[src/rtl/spi_ram.sv]
// spi_ram: command-driven single-port byte RAM behind the SPI slave.
// Decodes 10-bit rx words into address loads, writes and reads.
module spi_ram #(
  parameter int MEM_DEPTH = 256,
  parameter int ADDR_SIZE = 8,
  parameter int AUTO_INC  = 0
) (
  input  logic       clk,
  input  logic       rst,
  input  logic [9:0] din,
  input  logic       rx_valid,
  output logic [7:0] dout,
  output logic       tx_valid
);

  typedef enum logic [1:0] {
    OP_WADDR = 2'b00,
    OP_WDATA = 2'b01,
    OP_RADDR = 2'b10,
    OP_RDATA = 2'b11
  } op_e;

  logic [7:0]           mem [MEM_DEPTH];
  logic [ADDR_SIZE-1:0] wr_addr;
  logic [ADDR_SIZE-1:0] rd_addr;
  logic [ADDR_SIZE-1:0] din_addr;
  op_e                  op;
  logic                 acc;
  logic                 inc;

  assign op       = op_e'(din[9:8]);
  assign din_addr = din[ADDR_SIZE-1:0];
  assign acc      = rx_valid && !rst;
  assign inc      = (AUTO_INC != 0);

  // array carries no reset so it maps onto a plain RAM macro
  always_ff @(posedge clk) begin
    if (acc && op == OP_WDATA)
      mem[wr_addr] <= din[7:0];
  end

  always_ff @(posedge clk) begin
    if (rst) begin
      wr_addr  <= '0;
      rd_addr  <= '0;
      dout     <= 8'h00;
      tx_valid <= 1'b0;
    end else if (rx_valid) begin
      unique case (op)
        OP_WADDR: begin
          wr_addr  <= din_addr;
          tx_valid <= 1'b0;
        end
        OP_WDATA: begin
          if (inc)
            wr_addr <= wr_addr + ADDR_SIZE'(1);
          tx_valid <= 1'b0;
        end
        OP_RADDR: begin
          rd_addr  <= din_addr;
          tx_valid <= 1'b0;
        end
        OP_RDATA: begin
          dout     <= mem[rd_addr];
          tx_valid <= 1'b1;
          if (inc)
            rd_addr <= rd_addr + ADDR_SIZE'(1);
        end
        default: ;
      endcase
    end
  end

endmodule

[config.mk]
export PLATFORM = sky130hd
export DESIGN_NAME = spi_ram
export DESIGN_NICKNAME = d
export VERILOG_FILES = /design/src/rtl/spi_ram.sv
export SDC_FILE = /design/constraint.sdc
export NUM_CORES = 2
export LEC_CHECK = 0
export CAP_MARGIN = 20
export CORE_MARGIN = 2
export CORE_UTILIZATION = 35
export DETAILED_ROUTE_END_ITERATION = 16
export HOLD_SLACK_MARGIN = 0.03
export SYNTH_ARGS = -nofsm -noshare
export SYNTH_HDL_FRONTEND = slang
export SYNTH_SLANG_ARGS = --single-unit
[constraint.sdc]
create_clock -name clk -period 3.4 [get_ports clk]
set_input_delay 0.68 -clock clk [delete_from_list [all_inputs] [get_ports clk]]
set_output_delay 0.68 -clock clk [all_outputs]
set_load 0.01 [all_outputs]
* After elaboration in Yosys (flattened, before gate mapping) *
Memory sizes are Yosys's and may differ from the RTL's. A register that Yosys moved wholly into a read port is not among the register bits.
Index checks and enable logic that the tools add are counted.

storage, ports and cells
  input port bits = 13
  memories kept = 1
  output and inout port bits = 9
  RAM bits = 2048
  logic and storage cells = 18
  bits in registers = 17

memories
  memory  depth  width  read ports  clocked after Yosys merged registers in  wr ports  RTL line  text
  mem     256    8      1           1                                        1         23        logic [7:0] mem [MEM_DEPTH];

cells by class
  mux-type cells = 3
  eq/ne operators = 3
  reductions and logical operators = 8

operator list
  operator            number
  $reduce_and 2->1    3
  $eq 2x2->1 const B  2
  $reduce_or 3->1     1
  $eq 2x1->1 const B  1
  $logic_and 1x1->1   2
  $logic_not 2->1     1
  $mux 1              2
  $pmux 1 s2          1
  $logic_not 1->1     1

* Depth between registers and ports, before layout *
  depth in word-level cells = 5
  mapped depth = 13

* Least setup slack after synthesis *
OpenSTA, ideal clock, no wires.

  path kind = input port to flip-flop
  start point = in rst
  end point = mem mem[112][0] (enable)
  stages on the path = 6
  setup slack = 702 ps
  required time = 3030 ps
  arrival = 2328 ps
  buffers on the path = 3
  cell sequence = nor4bb_1 > clkbuf_1 > buf_1 > nand3_1 > clkbuf_1 > nor2_1

between the ends
  longest elaborated chain between the ends = 5

ends and longest elaborated chain
  item                          RTL line  text
  from (decl)                   9         input logic rst,
  $logic_not 1->1               33        assign acc = rx_valid && !rst;
  $logic_and 1x1->1             33
  $logic_and 1x1->1             38        if (acc && op == OP_WDATA)
  $mux 1                        38
  $mux 1 (implied by the code)  39        mem[wr_addr] <= din[7:0];
  to (decl)                     23

No other way between the ends.

==> results.sh <==
export IMPL_status="finished, final reports clean"
export IMPL_synth_top_cell_by_area="edfxtp_1"
export IMPL_min_delay_start="din[6]"
export IMPL_initial_core_util_pct=35.2
export IMPL_htree_levels=4
export IMPL_p_per_area_mw_per_mm2=547
export IMPL_setup_viol=0
export IMPL_routed_via_density=5.49
export IMPL_timing_final_crit_period_ns=3.39
export IMPL_drive_gt1_share_pct=28.2
export IMPL_worstSetupPathType="flip-flop to flip-flop"
export IMPL_ios=22
export IMPL_ys_ff_latch=2073
export IMPL_cp_endpoint="dout[7]"
export IMPL_die_h_um=484
export IMPL_grt_setup_unrepaired="false"
export IMPL_clock_path_buffers=3
export IMPL_cts_tree="done"
export IMPL_period_share_pct=99.8
export IMPL_synth_area_mm2=0.0808
export IMPL_r2r_start="rd_addr[4]"
export IMPL_hold_class="input port to flip-flop"
export IMPL_path_max_fanout=20
export IMPL_fp_dieW_um=484
export IMPL_grt_pass1_wl_um=321000
export IMPL_fp_coreArea_mm2=0.230
export IMPL_timing_final_max_slew_violations=0
export IMPL_synthDistinctLibCells=59
export IMPL_final_cell_mix="2048 x edfxtp_1, 567 x buf_4, 384 x mux4_2, 321 x mux2i_1, 317 x nor2_1"
export IMPL_drt_pass1_iter_count=8
export IMPL_cts_sinks=2073
export IMPL_max_slew_margin_pct=31.3
export IMPL_drv_cap=0
export IMPL_antenna_found_initial=2
export IMPL_portBuffers=21
export IMPL_reg2reg_to="dout[7]"
export IMPL_syn_nets=4020
export IMPL_drt_total_wl_um=226000
export IMPL_fin_area_mm2=0.0957
export IMPL_dp_final_hpwl_um=148000
export IMPL_r2r_setup_slack_ns=0.008
export IMPL_yosysTopAreaCellShare_pct=76.2
export IMPL_first_global_vias=42882
export IMPL_cts_clk_slew_worst_paths_ns=0.06
export IMPL_layout_commonest_cell="edfxtp_1"
export IMPL_crit_arrival_ns=4.20
export IMPL_rows=176
export IMPL_async_flop_share_pct=0
export IMPL_track_usage_pct=19.0
export IMPL_hold_viol_final=0
export IMPL_drtAntennaViolNets=0
export IMPL_drc_errors=0
export IMPL_numCtsBuffers=202
export IMPL_startpoint="rd_addr[4]"
export IMPL_synth_edff_count=2048
export IMPL_fmax_ghz=0.295
export IMPL_leakage_nw=29.7
export IMPL_yosysWarnings=0
export IMPL_dpl_cell_area_mm2=0.0891
export IMPL_fin_nets=4642
export IMPL_layout_cells_non_filler=7827
export IMPL_areaGrowthSynthToFinish_pct=18.5
export IMPL_crit_required_ns=4.20
export IMPL_synth_flop_cell="edfxtp_1"
export IMPL_crit_path_end_kind="flip-flop"
export IMPL_die_area_mm2=0.235
export IMPL_cts_root_buf="clkbuf_16"
export IMPL_gr_total_overflow=0
export IMPL_netlist_instances=4007
export IMPL_crit_path_start_kind="flip-flop"
export IMPL_cts_hold_buf=0
export IMPL_ir_worst_vdd_uv=456
export IMPL_synth_area_leaders="edfxtp_1 76%, mux4_2 11%, mux2i_1 4.0%, nor2_1 1.5%, o22ai_1 0.70%"
export IMPL_rr_worst_depth=9
export IMPL_grt_max_degree=106
export IMPL_route_vias_total=42993
export IMPL_yosysSeqAreaShare_pct=76.8
export IMPL_clock_latency_ns=0.87
export IMPL_worst_pin_slew_ns=1.03
export IMPL_clock_skew_ns=0.0704
export IMPL_syn_avg_cell_area_um2=20.2
export IMPL_dr_first_iter_drc_count=5207
export IMPL_place_inst=7447
export IMPL_gp_congestion=0.884
export IMPL_wl_per_cell_um=28.9
==> state kept, by name, indices dropped and copies added, names as in the netlist <==
| register | flops |
|---|---|
| dout | 8 |
| mem | 2048 |
| rd_addr | 8 |
| tx_valid | 1 |
| wr_addr | 8 |
==> through the flow <==
| step | util (%) | TNS, ns | hold slack, ns | power (mW) | setup WS [ns] |
|---|---|---|---|---|---|
| final | 41.7 | 0 | 0.374 | 52.3 | 0.00751 |
| after floorplan | - | 0 | 0.493 | 29.5 | 0.702 |
| after detailed placement | 38.8 | -0.623 | 0.472 | 30.6 | -0.229 |
| after global placement | 38.8 | -0.601 | 0.464 | 30.6 | -0.227 |
| after global routing | 41.7 | 0 | 0.363 | 53.7 | 0.0496 |
| after CTS | 41.7 | 0 | 0.340 | 52.7 | 0.0306 |
==> worst max-delay path, cell delays in order (launching register included) <==
cell and delay, ns:
dfxtp_4 0.71, inv_6 0.32, nor2_2 0.26, buf_4 0.34
a22oi_1 0.12, nand3_1 0.25, a31oi_2 0.24, nor4_1 0.74
buf_4 0.22, a221o_1 0.09
==> cells in the mapped netlist (4+ instances only) <==
cell type,number
edfxtp_1,2048
mux4_2,384
mux2i_1,321
nor2_1,321
nand2_1,106
clkbuf_1,104
o22ai_1,90
a21oi_1,57
o221ai_1,53
buf_2,51
buf_6,49
nand3_1,41
o21ai_0,31
a211oi_1,30
a22oi_1,29
nor3_1,26
a2111oi_0,25
dfxtp_1,25
nand4_1,18
buf_1,17
nor2b_1,17
a221oi_1,16
buf_4,16
nor4_1,13
o211ai_1,12
mux2_2,9
a211o_1,8
a31oi_1,8
or3_1,7
a22o_1,6
a32oi_1,6
buf_8,6
nand2b_1,6
nand3b_1,5
inv_1,4
==> metal layers <==
layer  global-route usage [%]  up-vias  share of wire (%)
met3                     3.48      365                8.3
met2                     30.6     1994                 48
met1                     25.9    22790                 40
met4                     6.40        6                3.4
met5                    0.122        -              0.027
li1                         -    17838                  -
==> where the power goes <==
group	switching [mW]	internal (mW)	leakage, nW
clock	9.61	12.7	3.19
sequential	0.0404	28.1	18.6
combinational	1.26	0.671	7.92
total	10.9	41.4	29.7
==> cells by family after synthesis <==
group	synth area share, %
muxes	14.8
and+or+nand+nor	3.15
DFF	76.8
buffers and inverters	1.89
AOI/OAI and AO/OA	3.38
==> worst min-delay path by stage <==
stage / cells after the start / endpoint
floorplan: 2 / tx_valid
CTS: 1 / mem[4][6]
finish: 1 / mem[104][6]
detailed placement: 2 / tx_valid
global placement: 2 / tx_valid
global route: 1 / mem[104][6]
==> layout make-up <==
cell class	instances	area (um2)
sequential	2073	62000
fill	19977	134000
inverter	4	20.0
clock inverter	106	1190
antenna	3	7.51
clock buffer	267	5410
timing repair buffer	663	5990
tap	3026	3790
multi-input combinational	1685	17300
==> what timing repair did <==
item | in CTS | in global routing
setup buffers | 4 | 0
gates resized for setup | 1 | 3
endpoints found under the setup margin | 6 | 3
gates cloned | 0 | 0
(Power assumes the default switching activity.)
